## config.mk

```make
export PLATFORM = sky130hd
export DESIGN_NAME = uart_tx
export DESIGN_NICKNAME = d
export VERILOG_FILES = /design/src/rtl/uart_tx_pkg.sv /design/src/rtl/uart_fifo.sv /design/src/rtl/uart_tx.sv
export SDC_FILE = /design/constraint.sdc
export NUM_CORES = 1
export LEC_CHECK = 0
export ABC_AREA = 1
export CAP_MARGIN = 10
export CELL_PAD_IN_SITES_DETAIL_PLACEMENT = 0
export CELL_PAD_IN_SITES_GLOBAL_PLACEMENT = 1
export CORE_MARGIN = 5
export CORE_UTILIZATION = 43
export CTS_CLUSTER_DIAMETER = 50
export CTS_CLUSTER_SIZE = 25
export DETAILED_ROUTE_END_ITERATION = 10
export PLACE_DENSITY = 0.87
export SKIP_LAST_GASP = 1
export SLEW_MARGIN = 10
export SYNTH_ARGS = -nofsm -noshare
export SYNTH_HDL_FRONTEND = slang
export SYNTH_SLANG_ARGS = --single-unit
```

## constraint.sdc

```tcl
create_clock -name clk -period 4.4 [get_ports clk]
set_input_delay 1.32 -clock clk [delete_from_list [all_inputs] [get_ports clk]]
set_output_delay 1.32 -clock clk [all_outputs]
set_load 0.05 [all_outputs]
```

## src/rtl/uart_tx_pkg.sv

```systemverilog
// Shared UART transmitter definitions: register offsets, STATUS/CTRL bit positions, FSM encoding.
// Latency: n/a (declarations only).
// Backpressure: n/a.
package uart_tx_pkg;

    // Register select values for Addr[3:2]
    localparam logic [1:0] REG_DATA   = 2'd0;
    localparam logic [1:0] REG_STATUS = 2'd1;
    localparam logic [1:0] REG_CTRL   = 2'd2;
    localparam logic [1:0] REG_DIV    = 2'd3;

    // STATUS bit positions; the FIFO count occupies bits [7:4]
    localparam int ST_BUSY_BIT  = 0;
    localparam int ST_FULL_BIT  = 1;
    localparam int ST_EMPTY_BIT = 2;
    localparam int ST_OVF_BIT   = 3;
    localparam int ST_CNT_LSB   = 4;

    // CTRL bit positions
    localparam int CTRL_TXEN_BIT  = 0;
    localparam int CTRL_IRQEN_BIT = 1;

    // Smallest divisor the baud counter can honour
    localparam logic [15:0] DIV_MIN = 16'd2;

    typedef enum logic [1:0] {
        S_IDLE  = 2'd0,
        S_START = 2'd1,
        S_DATA  = 2'd2,
        S_STOP  = 2'd3
    } tx_state_t;

    // Divisor actually used for a frame: values below DIV_MIN are clamped up
    function automatic logic [15:0] eff_div(input logic [15:0] d);
        return (d < DIV_MIN) ? DIV_MIN : d;
    endfunction

endpackage

```

## src/rtl/uart_fifo.sv

```systemverilog
// Transmit byte FIFO with occupancy count.
// Latency: pushed data visible at o_dout the cycle after the push; head read is combinational.
// Backpressure: push while full is dropped unless a pop happens in the same cycle.
module uart_fifo
    import uart_tx_pkg::*;
#(
    parameter int WIDTH = 8,
    parameter int DEPTH = 4
) (
    input  logic                     i_clk,
    input  logic                     i_rst_n,
    input  logic                     i_push,
    input  logic [WIDTH-1:0]         i_din,
    input  logic                     i_pop,
    output logic [WIDTH-1:0]         o_dout,
    output logic                     o_full,
    output logic                     o_empty,
    output logic [$clog2(DEPTH):0]   o_count
);

    localparam int AW = $clog2(DEPTH);
    localparam logic [AW:0] FULL_CNT = DEPTH[AW:0];

    logic [WIDTH-1:0] r_mem [DEPTH];
    logic [AW-1:0]    r_wr_ptr;
    logic [AW-1:0]    r_rd_ptr;
    logic [AW:0]      r_count;
    logic             w_do_pop;
    logic             w_do_push;

    assign o_full    = (r_count == FULL_CNT);
    assign o_empty   = (r_count == '0);
    assign o_count   = r_count;
    assign o_dout    = r_mem[r_rd_ptr];
    assign w_do_pop  = i_pop && !o_empty;
    // A pop in the same cycle frees a slot, so a push to a full FIFO still lands
    assign w_do_push = i_push && (!o_full || w_do_pop);

    // Storage array; no reset needed since count gates every read
    always_ff @(posedge i_clk) begin
        if (w_do_push) begin
            r_mem[r_wr_ptr] <= i_din;
        end
    end

    // Pointer and occupancy bookkeeping
    always_ff @(posedge i_clk or negedge i_rst_n) begin
        if (!i_rst_n) begin
            r_wr_ptr <= '0;
            r_rd_ptr <= '0;
            r_count  <= '0;
        end else begin
            if (w_do_push) begin
                r_wr_ptr <= r_wr_ptr + 1'b1;
            end
            if (w_do_pop) begin
                r_rd_ptr <= r_rd_ptr + 1'b1;
            end
            case ({w_do_push, w_do_pop})
                2'b10:   r_count <= r_count + 1'b1;
                2'b01:   r_count <= r_count - 1'b1;
                default: r_count <= r_count;
            endcase
        end
    end

endmodule

```

## src/rtl/uart_tx.sv

```systemverilog
// Memory-mapped UART transmitter: FIFO-fed 8N1 serialiser with programmable clocks-per-bit.
// Latency: DATA write at edge N drives the start bit after edge N+1; a frame lasts 10*D clocks.
// Backpressure: writes to a full FIFO are dropped and flagged in sticky STATUS.overflow.
module uart_tx
    import uart_tx_pkg::*;
#(
    parameter int FIFO_DEPTH = 4,
    parameter int DIV_RESET  = 16
) (
    input  logic        clk,
    input  logic        reset,
    input  logic [31:0] Addr,
    input  logic        WE,
    input  logic [31:0] Din,
    output logic [31:0] Dout,
    output logic        IRQ,
    output logic        txd
);

    localparam int CNT_W = $clog2(FIFO_DEPTH) + 1;

    tx_state_t        r_state;
    tx_state_t        w_state_nxt;
    logic             r_txen;
    logic             r_irqen;
    logic             r_ovf;
    logic [15:0]      r_div;
    logic [15:0]      r_div_lat;
    logic [15:0]      r_baud;
    logic [2:0]       r_bit;
    logic [7:0]       r_shift;
    logic             w_push;
    logic             w_pop;
    logic             w_full;
    logic             w_empty;
    logic             w_tick;
    logic [7:0]       w_fifo_dout;
    logic [CNT_W-1:0] w_count;
    logic [3:0]       w_cnt4;
    logic             w_unused_ok;

    assign w_push      = WE && (Addr[3:2] == REG_DATA);
    assign w_tick      = (r_baud == r_div_lat - 16'd1);
    assign w_cnt4      = 4'(w_count);
    assign w_unused_ok = &{1'b0, Addr[31:4], Addr[1:0], Din[31:16]};

    uart_fifo #(
        .WIDTH (8),
        .DEPTH (FIFO_DEPTH)
    ) u_fifo (
        .i_clk   (clk),
        .i_rst_n (reset),
        .i_push  (w_push),
        .i_din   (Din[7:0]),
        .i_pop   (w_pop),
        .o_dout  (w_fifo_dout),
        .o_full  (w_full),
        .o_empty (w_empty),
        .o_count (w_count)
    );

    // Next-state and pop decision; TXEN is only consulted in IDLE so it never cuts a frame
    always_comb begin
        w_state_nxt = r_state;
        w_pop       = 1'b0;
        case (r_state)
            S_IDLE: begin
                if (r_txen && !w_empty) begin
                    w_state_nxt = S_START;
                    w_pop       = 1'b1;
                end
            end
            S_START: if (w_tick) w_state_nxt = S_DATA;
            S_DATA:  if (w_tick && (r_bit == 3'd7)) w_state_nxt = S_STOP;
            S_STOP:  if (w_tick) w_state_nxt = S_IDLE;
            default: w_state_nxt = S_IDLE;
        endcase
    end

    // FSM state register
    always_ff @(posedge clk or negedge reset) begin
        if (!reset) begin
            r_state <= S_IDLE;
        end else begin
            r_state <= w_state_nxt;
        end
    end

    // Frame datapath: byte and divisor are captured at pop so later register writes cannot disturb the frame
    always_ff @(posedge clk or negedge reset) begin
        if (!reset) begin
            r_shift   <= '0;
            r_div_lat <= DIV_MIN;
            r_baud    <= '0;
            r_bit     <= '0;
        end else if (w_pop) begin
            r_shift   <= w_fifo_dout;
            r_div_lat <= eff_div(r_div);
            r_baud    <= '0;
            r_bit     <= '0;
        end else if (r_state != S_IDLE) begin
            if (w_tick) begin
                r_baud <= '0;
                if (r_state == S_DATA) begin
                    r_shift <= r_shift >> 1;
                    r_bit   <= r_bit + 3'd1;
                end
            end else begin
                r_baud <= r_baud + 16'd1;
            end
        end
    end

    // Register writes; a DATA write counts as overflow only if the FIFO cannot take it this cycle
    always_ff @(posedge clk or negedge reset) begin
        if (!reset) begin
            r_txen  <= 1'b0;
            r_irqen <= 1'b0;
            r_ovf   <= 1'b0;
            r_div   <= 16'(DIV_RESET);
        end else if (WE) begin
            case (Addr[3:2])
                REG_DATA:   if (w_full && !w_pop) r_ovf <= 1'b1;
                REG_STATUS: r_ovf <= 1'b0;
                REG_CTRL: begin
                    r_txen  <= Din[CTRL_TXEN_BIT];
                    r_irqen <= Din[CTRL_IRQEN_BIT];
                end
                REG_DIV:    r_div <= Din[15:0];
                default:    ;
            endcase
        end
    end

    // Combinational register read mux
    always_comb begin
        Dout = '0;
        case (Addr[3:2])
            REG_STATUS: begin
                Dout[ST_BUSY_BIT]        = (r_state != S_IDLE);
                Dout[ST_FULL_BIT]        = w_full;
                Dout[ST_EMPTY_BIT]       = w_empty;
                Dout[ST_OVF_BIT]         = r_ovf;
                Dout[ST_CNT_LSB +: 4]    = w_cnt4;
            end
            REG_CTRL: begin
                Dout[CTRL_TXEN_BIT]  = r_txen;
                Dout[CTRL_IRQEN_BIT] = r_irqen;
            end
            REG_DIV:  Dout[15:0] = r_div;
            default:  Dout = '0;
        endcase
    end

    // Line and interrupt decode purely from registers, so reset forces txd high immediately
    assign txd = (r_state == S_START) ? 1'b0 :
                 (r_state == S_DATA)  ? r_shift[0] : 1'b1;
    assign IRQ = r_irqen && w_empty && (r_state == S_IDLE);

endmodule

```

==> impl_metrics.yaml, run 1 <==
run_status:
  outcome: "finished, final reports clean"
floorplanning:
  floorplan.die_area_um2: 15350
  die_y_um: 123.9
  initial_utilization_pct: 44.01
  ioPinCount: 101
  floorplan.die.width_um: 123.9
  core-area_um2: 12670
  row_count: 41
synthesis:
  syn-instance-count: 653
  synth.top_cells.by_count: "nand2_1, nor2_1, dfrtp_1"
  yosys.area.top_type_share_pct: 30.96
  yosysUniqueCellTypes: 41
  synth_top_cells_by_area: "dfrtp_1, edfxtp_1, nand2_1"
  synth.most_common_cell: "nand2_1"
  share_of_async_settable_or_async_resettable_flops_after_synthesis_pct: 68.93
  synth_edf_count: 32
  synth.cell_area_um2: 5577
  post_synth.cell_area_avg_um2: 8.540
  seq_area_frac_synth_pct: 49.14
  synth-seq-cells: 103
  ys_dominant_reg_cell: "dfrtp_1"
  synth_warnings: 0
  synth.largest_area_cell: "dfrtp_1"
global_routing:
  global_route_wire_length_before_repair_um: 20980
  grt_max_degree: 33
  first_global_vias: 4293
  antenna_found_initial: 0
  total_gr_overflow: 0
  groute.usage.overall_pct: 17.60
cts:
  clock_sink_count: 103
  cts.hold.buffers_added: 0
  tritoncts_clock_tree: "yes"
  cts.repair.resized: 0
  clock_latency_ns: 0.35
  post-cts-setup-buffer-count: 0
  clk_pin_slew_worst_paths_ns: 0.08
  cts-htree-levels: 3
  clock_tree.root_cell: "clkbuf_16"
  number_of_buffers_created_by_cts: 9
  cts-root-to-sink-buffers: 2
routing:
  drtIter0Drc: 199
  post-route-drc-count: 0
  drt.antenna.violating_nets: 0
  wl_per_cell_um: 14.29
  detailedRoute.firstPassIterationCount: 5
  routed_via_density: 4.973
  totalWireLength_um: 12390
  routed-via-count: 4312
finish:
  insertedDiodeCount: 0
  synthToLayoutAreaGrowth_pct: 16.96
  final_nets: 771
  postLayoutCellArea_um2: 6523
  drive_gt1_share_pct: 10.22
setup_path:
  critPathCaptureType: "primary output"
  reg2reg_depth: 12
  cp_num_cells: 5
  rr_startpoint: "r_state[0]"
  reg2reg_setup_slack_ns: 1.19
  worst-endpoint-required_ns: 3.08
  critical_path.top_delay_family: "buffers and inverters"
  worst_path_buf_inv: 3
  startpoint: "Addr[3]"
  worst-endpoint-arrival_ns: 2.71
  timing.critical_path.slowest_stage_cell: "clkdlybuf4s50_1"
  worst-path-max-fanout: 13
  worstReg2RegEnd: "u_fifo.o_count[1]"
  capturing_element_of_the_worst_setup_path: "Dout[2]"
  crit_chain: "clkdlybuf4s50_1 -> nand2_1 -> buf_4 -> o22ai_1 -> buf_12"
  cp_slowest_stage_delay_ns: 0.58
  critical_path_class: "in2out"
  timing.critical_path.from_type: "input port"
sta:
  tightest_slew_ns: 1.007
  period_needed_ns: 4.035
  setup_total_negative_slack_ns: 0
  clock-skew-final_ns: 0.007706
  report.final.slew_viol_count: 0
  max_clock_freq_mhz: 247.8
  final_hold_viol_count: 0
  final_setup_viols: 0
  rsz0062_at_grt: "no"
  slew_headroom_pct: 32.71
  final.period_utilization_pct: 91.70
placed_design:
  gp_congestion: 0.8599
  hpwl_um: 9142
  post_dp_cell_area_um2: 6212
  io_buffer_count: 38
flow_run:
  drv.max_cap_violation_count: 0
worst_hold_path:
  timing.hold.worst.class: "reg2reg"
power:
  worst_ir_drop_vdd_mv: 0.2949
  power_density_nw_per_um2: 594.7
  total_leakage_power_nw: 2.915
==> tightest hold or removal path: cells and delay by family (launching register included) <==
kind	cells	cell delay, ns
flip-flops	1	0.35
AND/OR/NAND/NOR	2	0.10
==> per-stage QoR <==
stage | setup slack [ns] | util [%] | total power [mW] | hold slack, ns | std cells
finish | 0.3652 | 51.48 | 3.879 | 0.4799 | 867
global route | 0.2744 | 51.48 | 4.198 | 0.5168 | 867
CTS | 0.3689 | 51.48 | 3.905 | 0.4854 | 867
detailed placement | 0.3851 | 49.03 | 3.085 | 0.4669 | 851
global placement | 0.3886 | 49.03 | 3.034 | 0.4531 | 851
floorplan | 0.5532 | - | 2.653 | 0.4412 | 668
==> power by group <==
part           internal [mW]  leakage (nW)  switching [mW]
logic                  0.579          1.61            1.03
registers               1.22          1.16           0.238
clock network          0.406         0.146           0.404
total                   2.20          2.92            1.68
==> cell families (layout without fill, tap and decap cells) <==
group	count (synthesis)	count (layout)	share of synthesized area, %
AOI/OAI and AO/OA	95	95	9.693
buffers and inverters	102	129	8.391
other	1	16	0.06725
adders and majority gates	14	14	3.276
DFF	103	103	49.14
and+or+nand+nor	304	304	23.94
xor gates and xnor gates	27	27	4.240
muxes	7	7	1.257
==> sequential cells by signal, indices dropped and copies added (netlist names), 2 cells and up <==
name	count
u_fifo.r_mem	32
r_baud	16
r_div	16
r_div_lat	16
r_shift	8
r_bit	3
u_fifo.o_count	3
r_state	2
u_fifo.r_rd_ptr	2
u_fifo.r_wr_ptr	2
==> area by class of cell <==
cell class | count | area, um2
inverters | 71 | 266.5
flip-flops and latches | 103 | 2740
well taps | 172 | 215.2
clock inverters | 7 | 85.08
multi-input cells | 463 | 2425
repair buffers | 42 | 565.5
clock buffers | 9 | 225.2
fillers | 1160 | 6148
==> cells in the final DEF (no fill, tap or decap), drive strengths merged <==
| cell | count |
|---|---|
| xnor2 | 11 |
| nand4 | 10 |
| nand3b | 4 |
| conb | 16 |
| clkbuf | 9 |
| o21ai | 56 |
| dfstp | 2 |
| clkinv | 4 |
| clkdlybuf4s50 | 21 |
| or2 | 3 |
| buf | 21 |
| a21oi | 22 |
| nor3b | 1 |
| dfrtp | 69 |
| and2 | 1 |
| fa | 1 |
| o211ai | 1 |
| inv | 73 |
| nor3 | 5 |
| nor4 | 3 |
| clkinvlp | 1 |
| a22oi | 1 |
| mux2i | 7 |
| xor2 | 16 |
| nor2 | 109 |
| nand3 | 34 |
| ha | 13 |
| o22ai | 14 |
| edfxtp | 32 |
| a31oi | 1 |
| nand2 | 134 |
==> how the worst min path moves through the flow <==
stage	startpoint	endpoint	slack (ns)	cells after the start
finish	r_shift[7]	r_shift[7]	0.48	2
global route	r_bit[2]	r_bit[2]	0.52	2
CTS	r_shift[7]	r_shift[7]	0.49	2
detailed placement	r_shift[7]	r_shift[7]	0.47	2
global placement	r_shift[7]	r_shift[7]	0.45	2
floorplan	r_shift[7]	r_shift[7]	0.44	2
==> routing by layer <==
| metal | vias to the layer above | part of all wire, % | global-route usage [%] |
|---|---|---|---|
| met4 | 0 | 1.6 | 5.606 |
| li1 | 2174 | - | - |
| met1 | 2044 | 48 | 24.46 |
| met5 | - | 0 | 0 |
| met3 | 14 | 2.9 | 2.861 |
| met2 | 80 | 47 | 28.25 |
Power figures use the tool's default switching activity.
==> run 2: changes to the inputs <==
Settings changed: SLEW_MARGIN 10 to 30, SYNTH_HIERARCHICAL set to 1.
==> run 2 against run 1 <==
Effect of this change: worst hold slack got worse by 0.0036 ns; flip-flop and latch count stayed put; final cell count rose by 0.23%; core utilization barely moved; total power is 2.2% lower; global-route usage shrank 1.1 points; via count fell by 0.51%.
==> impl_metrics.yaml, run 2 <==
setup_path:
  cp_slowest_stage_delay_ns: 0.56
  worst-path-max-fanout: 9
  critical_path.top_delay_family: "buffers and inverters"
  critPathCaptureType: "primary output"
  worst_path_buf_inv: 3
  reg2reg_setup_slack_ns: 1.41
  critical_path_class: "in2out"
  worst-endpoint-required_ns: 3.08
  crit_chain: "clkdlybuf4s50_1 -> nand2_1 -> buf_4 -> nor2_1 -> buf_12"
  timing.critical_path.from_type: "input port"
  worst-endpoint-arrival_ns: 2.67
  timing.critical_path.slowest_stage_cell: "clkdlybuf4s50_1"
synthesis:
  synth.most_common_cell: "nand2_1"
  yosys.area.top_type_share_pct: 30.91
  post_synth.cell_area_avg_um2: 8.529
  synth.cell_area_um2: 5587
  synth_edf_count: 32
  syn-instance-count: 655
  yosysUniqueCellTypes: 43
  synth.top_cells.by_count: "nand2_1, nor2_1, dfrtp_1"
  synth_top_cells_by_area: "dfrtp_1, edfxtp_1, nand2_1"
  seq_area_frac_synth_pct: 49.05
  synth_warnings: 6
  synth.largest_area_cell: "dfrtp_1"
  synth-seq-cells: 103
  ys_dominant_reg_cell: "dfrtp_1"
  share_of_async_settable_or_async_resettable_flops_after_synthesis_pct: 68.93
sta:
  tightest_slew_ns: 0.9126
  period_needed_ns: 3.990
  final.period_utilization_pct: 90.69
  final_setup_viols: 0
  rsz0062_at_grt: "no"
  final_hold_viol_count: 0
  max_clock_freq_mhz: 250.6
  report.final.slew_viol_count: 0
  setup_total_negative_slack_ns: 0
  smallest_setup_slack_after_layout_ns: 0.4098
  clock-skew-final_ns: 0.005082
  slew_headroom_pct: 39.16
floorplanning:
  floorplan.die.width_um: 124.0
  die_y_um: 124.0
  floorplan.die_area_um2: 15370
  initial_utilization_pct: 44.09
  core-area_um2: 12670
  ioPinCount: 101
  row_count: 41
finish:
  final_common_cell: "nand2_1"
  most-common-layout-cells: "nand2_1, nor2_1, dfrtp_1"
  insertedDiodeCount: 0
  drive_gt1_share_pct: 11.05
  largest_register_ff_count: 32
  synthToLayoutAreaGrowth_pct: 16.77
  final_nets: 773
  largest_register_by_flop_count: "u_fifo/r_mem"
cts:
  cts-root-to-sink-buffers: 2
  cts-htree-levels: 3
  clk_pin_slew_worst_paths_ns: 0.07
  post-cts-setup-buffer-count: 0
  number_of_buffers_created_by_cts: 9
  clock_sink_count: 103
  cts.hold.buffers_added: 0
  clock_latency_ns: 0.34
  clock_tree.root_cell: "clkbuf_16"
  cts.repair.resized: 0
  tritoncts_clock_tree: "yes"
placed_design:
  post-place-ws_ns: 0.4324
  hpwl_um: 8817
  gp_congestion: 0.8855
  io_buffer_count: 38
power:
  total_leakage_power_nw: 2.948
  power_density_nw_per_um2: 581.4
  worst_ir_drop_vdd_mv: 0.3581
routing:
  drtIter0Drc: 253
  wl_per_cell_um: 13.73
  drt.antenna.violating_nets: 0
  routed-via-count: 4290
  totalWireLength_um: 11940
  routed_via_density: 4.937
  post-route-drc-count: 0
  detailedRoute.firstPassIterationCount: 6
global_routing:
  total_gr_overflow: 0
  antenna_found_initial: 0
  groute.usage.overall_pct: 16.50
  global_route_wire_length_before_repair_um: 19890
  first_global_vias: 4008
  grt_max_degree: 52
flow_run:
  drv.max_cap_violation_count: 0
worst_hold_path:
  timing.hold.worst.class: "reg2reg"
run_status:
  outcome: "finished, final reports clean"
run 2: area by class of cell:
cell class              instances  area (um2)
well taps                     172       215.2
fillers                      1193        6147
repair buffers                 44       583.1
flip-flops and latches        103        2740
clock buffers                   9       225.2
multi-input cells             461        2390
inverters                      73       281.5
clock inverters                 7       88.84
run 2: worst paths after layout:
kind | from | endpoint | cells after the start
hold reg to reg | r_shift[7] | r_shift[7] | 2
setup / recovery | Addr[3] | Dout[15] | 5
min in group asynchronous | reset | r_div_lat[14] | 1
max in group asynchronous | reset | r_baud[7] | 2
hold / removal | r_shift[7] | r_shift[7] | 2
setup reg to reg | r_state[0] | r_baud[13] | 7
run 2: cells by family (layout without fill, tap and decap cells):
| logic type | count (synthesis) | count (layout) | synth area share, % |
|---|---|---|---|
| other cells | 1 | 16 | 0.06712 |
| simple gates | 310 | 310 | 24.19 |
| mux | 7 | 7 | 1.254 |
| xor+xnor | 26 | 26 | 4.076 |
| flops | 103 | 103 | 49.05 |
| fa+ha+maj | 14 | 14 | 3.270 |
| buf+inv | 106 | 133 | 9.272 |
| compound gates | 88 | 88 | 8.824 |
run 2: worst reg2reg max path: stages, from the launching register on:
cell and delay [ns]:
dfrtp_1 0.42, inv_1 0.10, ha_1 0.31, inv_1 0.18, nor2_2 0.51, clkinv_1 0.40
a21oi_1 0.82, nor2_1 0.11
run 2: per-stage QoR:
step	power, mW	utilization (%)	hold slack, ns	instances	instance area [um2]
after global placement	2.920	48.97	0.4570	853	6205
after floorplan	2.596	-	0.4412	670	5643
after detailed placement	2.982	48.99	0.4630	853	6207
after CTS	3.813	51.47	0.4790	869	6521
after global routing	4.091	51.49	0.5220	869	6524
final	3.793	51.49	0.4762	869	6524
run 2: layer usage:
layer | track usage (%) | wire (um) | vias to the layer above | part of all wire (%)
li1 | - | - | 2150 | -
met1 | 23.55 | 5701 | 2027 | 48
met2 | 26.26 | 5565 | 97 | 47
met3 | 2.634 | 452 | 16 | 3.8
met4 | 4.517 | 215 | 0 | 1.8
met5 | 0 | 0 | - | 0
run 2: report_power, final:
group / total (mW) / switching (mW) / internal [mW]
logic: 1.50 / 0.947 / 0.553
clock network: 0.827 / 0.373 / 0.454
registers: 1.47 / 0.254 / 1.21
